**src/rtl/amiga_clk_pkg.sv**
```systemverilog
// Shared types and constants for the clock-enable generator and reset sequencer.
package amiga_clk_pkg;

  typedef enum logic [1:0] {
    WAIT_LOCK = 2'd0,
    STABLE    = 2'd1,
    RUN       = 2'd2
  } clk_state_e;

  localparam int DEF_NCH         = 4;
  localparam int DEF_DW          = 8;
  localparam int DEF_LOCK_CYCLES = 1024;

  function automatic int clog2(input int value);
    int r;
    r = 0;
    while ((1 << r) < value) r++;
    return r;
  endfunction

endpackage

```
**src/rtl/amiga_clken_div.sv**
```systemverilog
// One enable channel: phase counter plus shadow/active ratio pair that only swap at a period boundary.
module amiga_clken_div
  import amiga_clk_pkg::*;
#(
  parameter int DW = DEF_DW
) (
  input  logic          clk,
  input  logic          reset,
  input  logic          i_run,
  input  logic          i_run_nxt,
  input  logic          i_sync,
  input  logic [DW-1:0] i_div,
  input  logic          i_div_ld,
  output logic          o_en,
  output logic [DW-1:0] o_phase
);

  logic [DW-1:0] r_phase;
  logic [DW-1:0] r_active;
  logic [DW-1:0] r_shadow;
  logic          r_en;

  logic          w_wrap;
  logic          w_adv;
  logic [DW-1:0] w_phase_nxt;
  logic [DW-1:0] w_active_nxt;
  logic [DW-1:0] w_shadow_nxt;
  logic          w_en_nxt;

  // Outside RUN the counter sits at a boundary, so the active ratio tracks the shadow there;
  // this makes ratios loaded during reset take effect from the very first RUN period.
  always_comb begin
    w_wrap       = i_run && (r_phase == r_active);
    w_adv        = w_wrap || !i_run || i_sync;
    w_shadow_nxt = i_div_ld ? i_div : r_shadow;
    w_active_nxt = w_adv ? (i_div_ld ? i_div : r_shadow) : r_active;
    w_phase_nxt  = r_phase + DW'(1);
    if (!i_run_nxt || w_adv) w_phase_nxt = '0;
    // en is registered against the next phase so it coincides with phase==active
    w_en_nxt     = i_run_nxt && (w_phase_nxt == w_active_nxt);
  end

  always_ff @(posedge clk) begin
    if (reset) begin
      r_phase  <= '0;
      r_active <= '1;
      r_shadow <= '1;
      r_en     <= 1'b0;
    end else begin
      r_phase  <= w_phase_nxt;
      r_active <= w_active_nxt;
      r_shadow <= w_shadow_nxt;
      r_en     <= w_en_nxt;
    end
  end

  assign o_en    = r_en & ~i_sync;
  assign o_phase = r_phase;

endmodule

```
**src/rtl/amiga_clken_gen.sv**
```systemverilog
// Lock-qualified reset sequencer and NCH phase-aligned clock-enable channels.
// Optional realign strobe support is compiled in with CLKEN_SYNC_EN.
module amiga_clken_gen
  import amiga_clk_pkg::*;
#(
  parameter int NCH         = DEF_NCH,
  parameter int DW          = DEF_DW,
  parameter int LOCK_CYCLES = DEF_LOCK_CYCLES
) (
  input  logic              clk,
  input  logic              reset,
  input  logic              pll_locked,
  input  logic [NCH*DW-1:0] div,
  input  logic [NCH-1:0]    div_ld,
  input  logic              sync_in,
  output logic [NCH-1:0]    en,
  output logic [NCH*DW-1:0] phase,
  output logic              sys_rst,
  output logic              ready,
  output clk_state_e        dbg_state
);

  localparam int LCW = (clog2(LOCK_CYCLES) < 1) ? 1 : clog2(LOCK_CYCLES);

  logic           r_lock_meta;
  logic           r_lock_sync;
  clk_state_e     r_state;
  clk_state_e     w_state_nxt;
  logic [LCW-1:0] r_lock_cnt;
  logic [LCW-1:0] w_lock_cnt_nxt;
  logic           r_sys_rst;
  logic           r_ready;
  logic           w_run;
  logic           w_run_nxt;
  logic           w_sync;

  always_ff @(posedge clk) begin
    if (reset) begin
      r_lock_meta <= 1'b0;
      r_lock_sync <= 1'b0;
      r_state     <= WAIT_LOCK;
      r_lock_cnt  <= '0;
      r_sys_rst   <= 1'b1;
      r_ready     <= 1'b0;
    end else begin
      r_lock_meta <= pll_locked;
      r_lock_sync <= r_lock_meta;
      r_state     <= w_state_nxt;
      r_lock_cnt  <= w_lock_cnt_nxt;
      // decoded from the next state so release lands on the same edge as RUN entry
      r_sys_rst   <= (w_state_nxt != RUN);
      r_ready     <= (w_state_nxt == RUN);
    end
  end

  always_comb begin
    w_state_nxt    = r_state;
    w_lock_cnt_nxt = '0;
    case (r_state)
      WAIT_LOCK: if (r_lock_sync) w_state_nxt = STABLE;
      STABLE: begin
        if (!r_lock_sync) w_state_nxt = WAIT_LOCK;
        else if (r_lock_cnt == LCW'(LOCK_CYCLES - 1)) w_state_nxt = RUN;
        else w_lock_cnt_nxt = r_lock_cnt + LCW'(1);
      end
      RUN:       if (!r_lock_sync) w_state_nxt = WAIT_LOCK;
      default:   w_state_nxt = WAIT_LOCK;
    endcase
  end

  assign w_run     = (r_state == RUN);
  assign w_run_nxt = (w_state_nxt == RUN);

`ifdef CLKEN_SYNC_EN
  assign w_sync = sync_in && w_run;
`else
  logic w_unused_sync;
  assign w_unused_sync = sync_in;
  assign w_sync        = 1'b0;
`endif

  for (genvar g = 0; g < NCH; g++) begin : g_ch
    amiga_clken_div #(.DW(DW)) u_ch (
      .clk       (clk),
      .reset     (reset),
      .i_run     (w_run),
      .i_run_nxt (w_run_nxt),
      .i_sync    (w_sync),
      .i_div     (div[g*DW +: DW]),
      .i_div_ld  (div_ld[g]),
      .o_en      (en[g]),
      .o_phase   (phase[g*DW +: DW])
    );
  end

  assign sys_rst   = r_sys_rst;
  assign ready     = r_ready;
  assign dbg_state = r_state;

endmodule

```
**config.mk**
```make
export PLATFORM = sky130hd
export DESIGN_NAME = amiga_clken_gen
export DESIGN_NICKNAME = d
export VERILOG_FILES = /design/src/rtl/amiga_clk_pkg.sv /design/src/rtl/amiga_clken_div.sv /design/src/rtl/amiga_clken_gen.sv
export SDC_FILE = /design/constraint.sdc
export NUM_CORES = 1
export LEC_CHECK = 0
export ABC_AREA = 1
export BUFFER_PORTS_ARGS = -buffer_cell sky130_fd_sc_hd__buf_4
export CAP_MARGIN = 20
export CELL_PAD_IN_SITES_DETAIL_PLACEMENT = 1
export CELL_PAD_IN_SITES_GLOBAL_PLACEMENT = 1
export CORE_ASPECT_RATIO = 1.2
export CORE_MARGIN = 2
export CORE_UTILIZATION = 41
export CTS_CLUSTER_DIAMETER = 150
export DETAILED_ROUTE_END_ITERATION = 10
export GPL_TIMING_DRIVEN = 1
export PLACE_DENSITY_LB_ADDON = 0.1
export SLEW_MARGIN = 10
export SYNTH_ARGS = -nofsm -noshare
export SYNTH_HDL_FRONTEND = slang
export SYNTH_HIERARCHICAL = 1
export SYNTH_SLANG_ARGS = --single-unit
```
**constraint.sdc**
```tcl
create_clock -name clk -period 3.1 [get_ports clk]
set_input_delay 0.465 -clock clk [delete_from_list [all_inputs] [get_ports clk]]
set_output_delay 0.465 -clock clk [all_outputs]
set_load 0.01 [all_outputs]
```
==> results by stage, run 1 <==
CTS:
- The clock drives 116 sinks.
- Clock tree synthesis inserted a total of 17 buffers.
- The clock latency at the later pin of the worst-skew pair is 420 ps.
- Gates resized during post-CTS repair numbered 0.
- The clock-pin slew of the registers on the worst-case setup and hold paths is 50 ps.
- CTS placed an instance of sky130_fd_sc_hd__clkbuf_16 at the clock tree root.
- The number of setup buffers added after CTS is 0.
- The depth of the CTS H-tree is 4.
- No sink is reached through more buffers than the 2 on the longest clock path.
- The clock tree from TritonCTS is built.
- The number of hold buffers added after CTS was 0.

Timing:
- Based on the critical path, the design can be clocked at up to 405.1 MHz.
- The setup TNS after final layout is 0 ps.
- The setup-violating endpoint count in the final report is 0.
- The worst slew slack as a fraction of its limit is 56.34%.
- The slew of the pin with the lowest slew margin is 654.9 ps.
- The worst path in the final design needs a cycle of 2469 ps, including I/O delays and setup.
- Setup slack closes at 631.2 ps.
- The hold slack is 246.9 ps.
- The final-report hold violation count is 0.
- The max-slew violation total from the final report came to 0.
- The share of the clock period used by the worst path is 79.64%.
- Setup repair after global routing left no endpoint under its margin.
- The setup skew after layout is 5.383 ps.

Logic synthesis:
- The post-synthesis register bit count is 116.
- The yosys synthesis warning count is 6.
- Yosys attributes the largest share of cell area to sky130_fd_sc_hd__dfxtp_1 (35%), sky130_fd_sc_hd__nand2_1 (22%), sky130_fd_sc_hd__inv_1 (8.8%), sky130_fd_sc_hd__nor2_1 (5.7%), sky130_fd_sc_hd__nand3_1 (4.8%).
- The synthesized area per cell is 6.390 µm².
- Sequential cells were found to cover 35.08% of the synthesized design area.
- The share of Yosys cell area claimed by the top area cell type is 35.08%.
- Synthesis instantiated 31 different standard cells from the library.
- Of all cell types, the one taking the most synthesized area is sky130_fd_sc_hd__dfxtp_1.
- The number of instances in the synthesized netlist is 1,036.
- The area of the mapped netlist is 6620 µm².

Detailed routing:
- The first detailed-routing pass took 4 iterations.
- The number of DRC violations after detailed routing is 0.
- After detailed routing, the total wire length is 18,460 µm.
- The residual antenna-violating net count after detailed routing is 0.
- The routed wirelength normalized by instance count is 13.71 µm.
- After the first detailed-routing iteration, the DRC count stood at 205.
- The count of vias placed by the detailed router is 6,476.
- Using the TritonRoute via totals, the vias-per-cell ratio works out to 4.811.

Global route:
- The first global-routing pass estimated 30,520 µm of wire.
- Entering global routing, the biggest net connects 56 pins.
- After global routing the overflow that remains totals 0.
- The number of antenna violations at the first check in global routing was 1.
- Global routing used 22.23% of the available tracks.
- The number of global-route vias before repair is 6,492.

Placed design:
- Once detailed placement completed, the half-perimeter wirelength came to 13,130 µm.
- The number of input and output port buffers inserted is 78.
- The routability-driven placement congestion ratio is 0.7877.
- The worst setup slack before clock tree synthesis is 661.5 ps.

Worst hold path:
- The worst min-delay path class is primary input to flip-flop.

Cells and area:
- The library cells used most frequently in the layout, excluding fill and tap cells, are sky130_fd_sc_hd__nand2_1 (384), sky130_fd_sc_hd__inv_1 (156), sky130_fd_sc_hd__dfxtp_1 (116).
- The commonest non-fill, non-tap cell in the layout is sky130_fd_sc_hd__nand2_1.
- The layout has 2,143 filler cells.
- The ratio of cells with drive above 1 in the final layout is 17.31%.
- The area taken by multi-input logic gates is 3576 µm².
- The net count of the finished layout is 1,170.
- The footprint of the flip-flops and latches is 2322 µm².
- Relative to the synthesized area, the layout overhead comes to 21.96%.
- 0 antenna diodes ended up in the layout.

Critical path:
- The buffer and inverter count on the worst path is 3.
- For this run, the slowest stage of the critical path takes 420 ps.
- At the worst endpoint, the required time is 3460 ps.
- The master of the slowest instance on the critical path is sky130_fd_sc_hd__dfxtp_1.
- The launching element type of the critical path is a flip-flop.
- The highest fanout seen on the critical path is 11.
- The most frequent cell on the critical path is sky130_fd_sc_hd__nor2_1.
- The worst setup path is captured at a flip-flop.
- Among cell families on the critical path, the largest total delay comes from simple AND/OR/NAND/NOR gates.
- The data arrival time of the critical path is 2830 ps.
- The critical setup path kind is flip-flop to flip-flop.
- The critical path goes through inv_1, nor2_1, inv_1, a21oi_4, buf_4, nand4_1, nand2_1, nand2_1, nor2_1, nand3_1, nor2_1.

Floorplanning:
- The initial utilization of the core area, before any placement, comes to 42.16%.
- The die is 120.0 µm wide.
- The site row count is 50.
- The count of pins on the block boundary is 80.
- The die is 143.2 µm tall.
- The area inside the core boundary is 15,700 µm².
- The die covers 17,180 µm².

Flow run:
- The max capacitance violation total is 0.

Status:
- The run finished with clean final reports.

Pwr:
- For this design the static power due to leakage is 4.330 nW.
- IR analysis of the VDD net gives a maximum drop of 0.2537 mV.
- The total power per unit cell area is 509.1 nW/µm².
registers in the layout, summed over array words and instances (netlist names):
register,cells
r_lock_cnt,10
g_ch.u_ch/r_en,4
dbg_state,2
ready,1
g_ch.u_ch/r_active,32
r_lock_sync,1
g_ch.u_ch/o_phase,32
sys_rst,1
r_lock_meta,1
g_ch.u_ch/r_shadow,32
Yosys cell counts, drive strengths merged:
| cell type | instances |
|---|---|
| dfxtp | 116 |
| a21oi | 7 |
| o21ai | 21 |
| nand3 | 65 |
| buf | 8 |
| clkbuf | 12 |
| xnor2 | 4 |
| a21o | 1 |
| nand4 | 43 |
| nor3 | 6 |
| nand2 | 412 |
| nor2 | 121 |
| mux2i | 8 |
| nand3b | 2 |
| xor2 | 22 |
| conb | 1 |
| ha | 5 |
| or2 | 13 |
| inv | 169 |
through the flow:
stage	total power, mW	std cells	utilization (%)	area, µm²
after floorplan	1.831	1043	-	6646
after global placement	1.926	1314	47.23	7416
after detailed placement	1.938	1314	47.23	7416
after CTS	4.156	1346	51.42	8074
after global routing	4.277	1346	51.42	8074
final	4.110	1346	51.42	8074
power by group:
group	switching, mW	internal [mW]
clock network	0.737	1.46
logic	0.202	0.124
registers	0.0321	1.55
total	0.971	3.14
final cells by class:
class                           instances  area share [%]
Multi-Input combinational cell        738           44.29
Sequential cell                       116           28.76
Inverter                              169           7.857
Timing Repair Buffer                   83           7.717
Clock buffer                           19           5.610
Tap cell                              208           3.223
Clock inverter                         13           2.541
path summary, 6_finish.rpt:
check                                        startpoint                            to  slack (ps)  depth (start not counted)
worst min register to register   r_lock_meta$_SDFF_PP0_        r_lock_sync$_SDFF_PP0_         400                          2
worst max register to register  dbg_state[1]$_SDFF_PP0_  g_ch[1].u_ch/r_en$_SDFF_PP0_         630                         11
worst max-delay path            dbg_state[1]$_SDFF_PP0_  g_ch[1].u_ch/r_en$_SDFF_PP0_         630                         11
worst min-delay path                         pll_locked        r_lock_meta$_SDFF_PP0_         250                          3
metal layers:
metal,wire length (µm),vias to the layer above,track usage [%]
met1,8423,3030,27.05
met2,9335,94,39.62
met5,0,-,0
met3,507,17,3.874
met4,190,0,7.183
li1,-,3335,-
logic make-up after synthesis:
| family | synth area share (%) |
|---|---|
| mux | 1.210 |
| fa+ha+maj | 0.9450 |
| other cells | 0.05665 |
| flops | 35.08 |
| compound gates | 2.457 |
| buf+inv | 11.47 |
| simple gates | 45.34 |
| xor+xnor | 3.440 |
worst min-delay path, cell delays in order:
cell and delay [ps]:
sky130_fd_sc_hd__buf_4 70, sky130_fd_sc_hd__inv_1 30, sky130_fd_sc_hd__nor2_1 60
Power figures use the tool's default switching activity.
==> run 2, diff against run 1 <==
Settings changed: ABC_AREA 1 to 0, CORE_UTILIZATION 41 to 45.
Clock period 3.1 ns to 2.33 ns, I/O delays scaled along.
==> run 2 against run 1 <==
Net effect: critical path depth shrank 1; cell area shrank 6.3%; clock power grew 28%; critical endpoint unchanged; worst hold slack got worse by 45 ps; clock-buffer cell count increased by 4; sequential power grew 34%.
==> results by stage, run 2 <==
Status:
- The flow ran to the end, and the final reports show no timing, DRC or antenna violations.

CTS:
- Clock tree synthesis selected as its root buffer the cell sky130_fd_sc_hd__clkbuf_16.
- The clock latency at the later pin of the worst-skew pair is 410 ps (about the same).
- The number of clock sinks is 116 (unchanged).
- The depth of the CTS H-tree is 4 (unchanged).
- The maximum number of buffers from clock root to sink is 2 (unchanged).
- The number of buffers inserted during clock tree synthesis is 17 (unchanged).
- TritonCTS built the clock tree.
- The clock-pin slew of the registers on the worst-case setup and hold paths is 60 ps (about the same).

Logic synthesis:
- The number of enable flip-flop cells after synthesis is 0 (unchanged).
- The number of instances in the synthesized netlist was 608 (-41%).
- The area of the mapped netlist came to 5858 µm² (-12%).
- By area the synthesized netlist is led by sky130_fd_sc_hd__dfxtp_1 (40%), sky130_fd_sc_hd__mux2i_1 (6.2%), sky130_fd_sc_hd__xnor2_1 (6.1%), sky130_fd_sc_hd__nand2b_1 (4.7%), sky130_fd_sc_hd__mux2_2 (4.6%).
- Among all cell types in the netlist, the one instantiated most often is sky130_fd_sc_hd__dfxtp_1.
- The cell accounting for the most synthesized area is sky130_fd_sc_hd__dfxtp_1.
- The synthesized area per cell is 9.635 µm² (+51%).
- The yosys synthesis warning count came to 6 (unchanged).
- The post-synthesis register bit count was 116 (unchanged).
- The unique cell type count in the Yosys netlist is 52 (+68%).
- The sequential share of the synthesized area came to 39.64% (+4.6 points).
- After synthesis, the most frequently instantiated cells are sky130_fd_sc_hd__dfxtp_1 (116), sky130_fd_sc_hd__nor2_1 (49), sky130_fd_sc_hd__nand2b_1 (44).
- The share of async-settable or async-resettable flops after synthesis is 0% (unchanged).
- The most used flip-flop cell after synthesis is sky130_fd_sc_hd__dfxtp_1.
- The share of Yosys cell area claimed by the top area cell type is 39.64% (+4.6 points).

Critical path:
- The data arrival time of the critical path came to 2590 ps (-240 ps).
- The data required time at the worst endpoint is 2630 ps (-830 ps).
- The highest fanout seen on the critical path was 10 (-1).
- The launching element type of the critical path is a flip-flop.
- The critical setup path kind is flip-flop to flip-flop.
- STA classifies the critical path endpoint as a flip-flop.

Detailed routing:
- The routed wirelength normalized by instance count is 17.59 µm (+28%).
- The total wire length is 15,840 µm (-14%).
- The count of vias placed by the detailed router is 4,988 (-23%).
- The number of DRC violations after detailed-routing iteration 0 is 171 (-17%).
- The residual antenna-violating net count after detailed routing was 0 (unchanged).
- The number of DRC violations after detailed routing was 0 (unchanged).
- The number of optimization iterations in the first detailed-route pass was 4 (unchanged).
- The vias per cell is 5.542 (+15%).

Pwr:
- The fraction of power spent switching nets is 21.16% (-2.5 points).
- The sequential share of power is 40.2% (+1.7 points).
- The internal power component was 4.154 mW (+32%).
- The worst IR drop on VDD is 0.6169 mV (+140%).
- The leakage power summed over all cells is 2.966 nW (-32%).
- The share of power burned in the clock network came to 53.6% (about the same).
- The total power per unit cell area is 696.6 nW/µm² (+37%).
- The proportion of power drawn by combinational gates is 6.2% (-1.7 points).
- The total net switching power is 1.115 mW (+15%).

Placed design:
- The routability-driven placement congestion ratio is 0.8809 (+12%).
- The total half-perimeter wirelength after legalization and detailed placement is 11,090 µm (-15%).
- The total placed instance area is 6859 µm² (-7.5%).
- The placed cell count is 863 (-34%).
- The number of input and output port buffers inserted is 78 (unchanged).

Global route:
- The total global-route track usage came to 23.89% (+1.7 points).
- The number of global-route vias before repair was 5,230 (-19%).
- The largest net degree at the start of global routing is 78 (+39%).
- The wire length of the first global-routing pass is 26,200 µm (-14%).
- The number of antenna violations at the first check in global routing is 0 (-1).
- The global-route congestion overflow total is 0 (unchanged).

Timing:
- The final period demand of the worst path came to 2290 ps (-178.7 ps).
- The highest achievable clock rate is 436.7 MHz (+7.8%).
- The share of the clock period used by the worst path was 98.29% (+19 points).
- The setup TNS after final layout came to 0 ps (unchanged).
- The slew of the pin with the lowest slew margin is 640.5 ps (-14.49 ps).
- The final-report hold violation count came to 0 (unchanged).
- The max-slew violation total from the final report is 0 (unchanged).
- The setup-violating endpoint count in the final report was 0 (unchanged).
- The setup skew after layout is 12.99 ps (+7.603 ps).
- The worst slew slack as a fraction of its limit is 57.30% (+0.97 points).
- Setup repair after global routing could not meet its margin everywhere.

Worst hold path:
- The worst min-delay path class is primary input to flip-flop.

Floorplanning:
- The die outline height is 129.0 µm (-9.9%).
- The die boundary width was 108.2 µm (-9.9%).
- The count of pins on the block boundary is 80 (unchanged).
- The area of the die was 13,950 µm² (-19%).
- The area inside the core boundary is 12,670 µm² (-19%).
- The initial cell density of the core is 46.24% (+4.1 points).
- The site row count is 45 (-10%).

Cells and area:
- The net count of the finished layout is 768 (-34%).
- The number of non-filler instances in the completed layout is 900 (-33%).
- The final design area excluding fillers is 7564 µm² (-6.3%).
- The ratio of cells with drive above 1 in the final layout came to 33.29% (+16 points).
- The commonest non-fill, non-tap cell in the layout is sky130_fd_sc_hd__dfxtp_1.
- The utilization of the core after routing is 59.70% (+8.3 points).
- The area growth from synthesis to layout is 29.11%.
- The antenna diode count is 0 (unchanged).
- The top cell types in the final layout, fill and taps aside, are sky130_fd_sc_hd__dfxtp_1 (114), sky130_fd_sc_hd__buf_4 (107), sky130_fd_sc_hd__nor2_1 (49).

Flow run:
- The max capacitance violation total is 0 (unchanged).
run 2: area by class of cell:
cell class              count  area, µm²
clock buffers              23      498.0
clock inverters             9      147.6
fillers                  1444       5105
inverters                  17      76.32
multi-input cells         462       3466
flip-flops and latches    116       2327
well taps                 164      205.2
repair buffers            109      843.3
run 2: layer usage:
metal  track usage (%)  wire length [µm]  up-vias
met3             3.799               511       22
li1                  -                 -     2386
met2             42.80              8308      113
met4             8.748               306        0
met1             28.68              6708     2467
met5                 0                 0        -
run 2: worst paths after layout:
check / cells after the start / from / slack, ps / end
worst max-delay path: 10 / r_lock_cnt[1]$_SDFF_PP0_ / 40 / g_ch[1].u_ch/r_en$_SDFF_PP0_
worst min-delay path: 3 / div[10] / 200 / g_ch[1].u_ch/r_shadow[2]$_SDFF_PP1_
worst max register to register: 10 / r_lock_cnt[1]$_SDFF_PP0_ / 40 / g_ch[1].u_ch/r_en$_SDFF_PP0_
worst min register to register: 1 / r_lock_meta$_SDFF_PP0_ / 460 / r_lock_sync$_SDFF_PP0_
run 2: cell families (layout without fill, tap and decap cells):
| logic type | after synthesis | in the layout | synth area share, % |
|---|---|---|---|
| xor+xnor | 63 | 63 | 9.419 |
| simple gates | 237 | 237 | 22.77 |
| other cells | 1 | 8 | 0.06401 |
| mux | 60 | 60 | 10.76 |
| compound gates | 89 | 89 | 13.14 |
| buf+inv | 37 | 158 | 3.140 |
| flops | 116 | 116 | 39.64 |
| fa+ha+maj | 5 | 5 | 1.068 |
run 2: per-stage QoR:
stage / worst slack (ps) / total power [mW] / hold WS (ps)
3_3_place_gp: 88.89 / 2.457 / 460.8
4_1_cts: 5.526 / 5.317 / 194.9
6_report: 39.91 / 5.268 / 201.7
5_1_grt: -61.77 / 5.471 / 189.1
3_5_place_dp: -0.9392 / 2.477 / 460.0
2_1_floorplan: -26.11 / 2.348 / 413.8
run 2: critical path, cell delays in order (launching register included):
cell	delay, ps
sky130_fd_sc_hd__dfxtp_4	360
sky130_fd_sc_hd__ha_4	130
sky130_fd_sc_hd__nand4_1	120
sky130_fd_sc_hd__nor3_2	270
sky130_fd_sc_hd__a22o_4	180
sky130_fd_sc_hd__buf_12	140
sky130_fd_sc_hd__inv_4	50
sky130_fd_sc_hd__or2_2	300
sky130_fd_sc_hd__o22ai_2	150
sky130_fd_sc_hd__nand2_1	120
sky130_fd_sc_hd__a2111oi_4	360
run 2: power groups by stage:
stage | Clock, mW | Sequential (mW) | Combinational, mW
final | 2.82 | 2.12 | 0.327
after global routing | 2.99 | 2.12 | 0.361
after CTS | 2.87 | 2.12 | 0.330
after detailed placement | 0 | 2.16 | 0.321
after global placement | 0 | 2.15 | 0.306
after floorplan | 0 | 2.14 | 0.212
run 2: timing repair:
action                     4_1_cts  5_1_grt
setup endpoints to repair        3        4
buffers inserted                 0        5
pin swaps                        1        2
hold buffers                     0        0
gates resized for setup          1        5
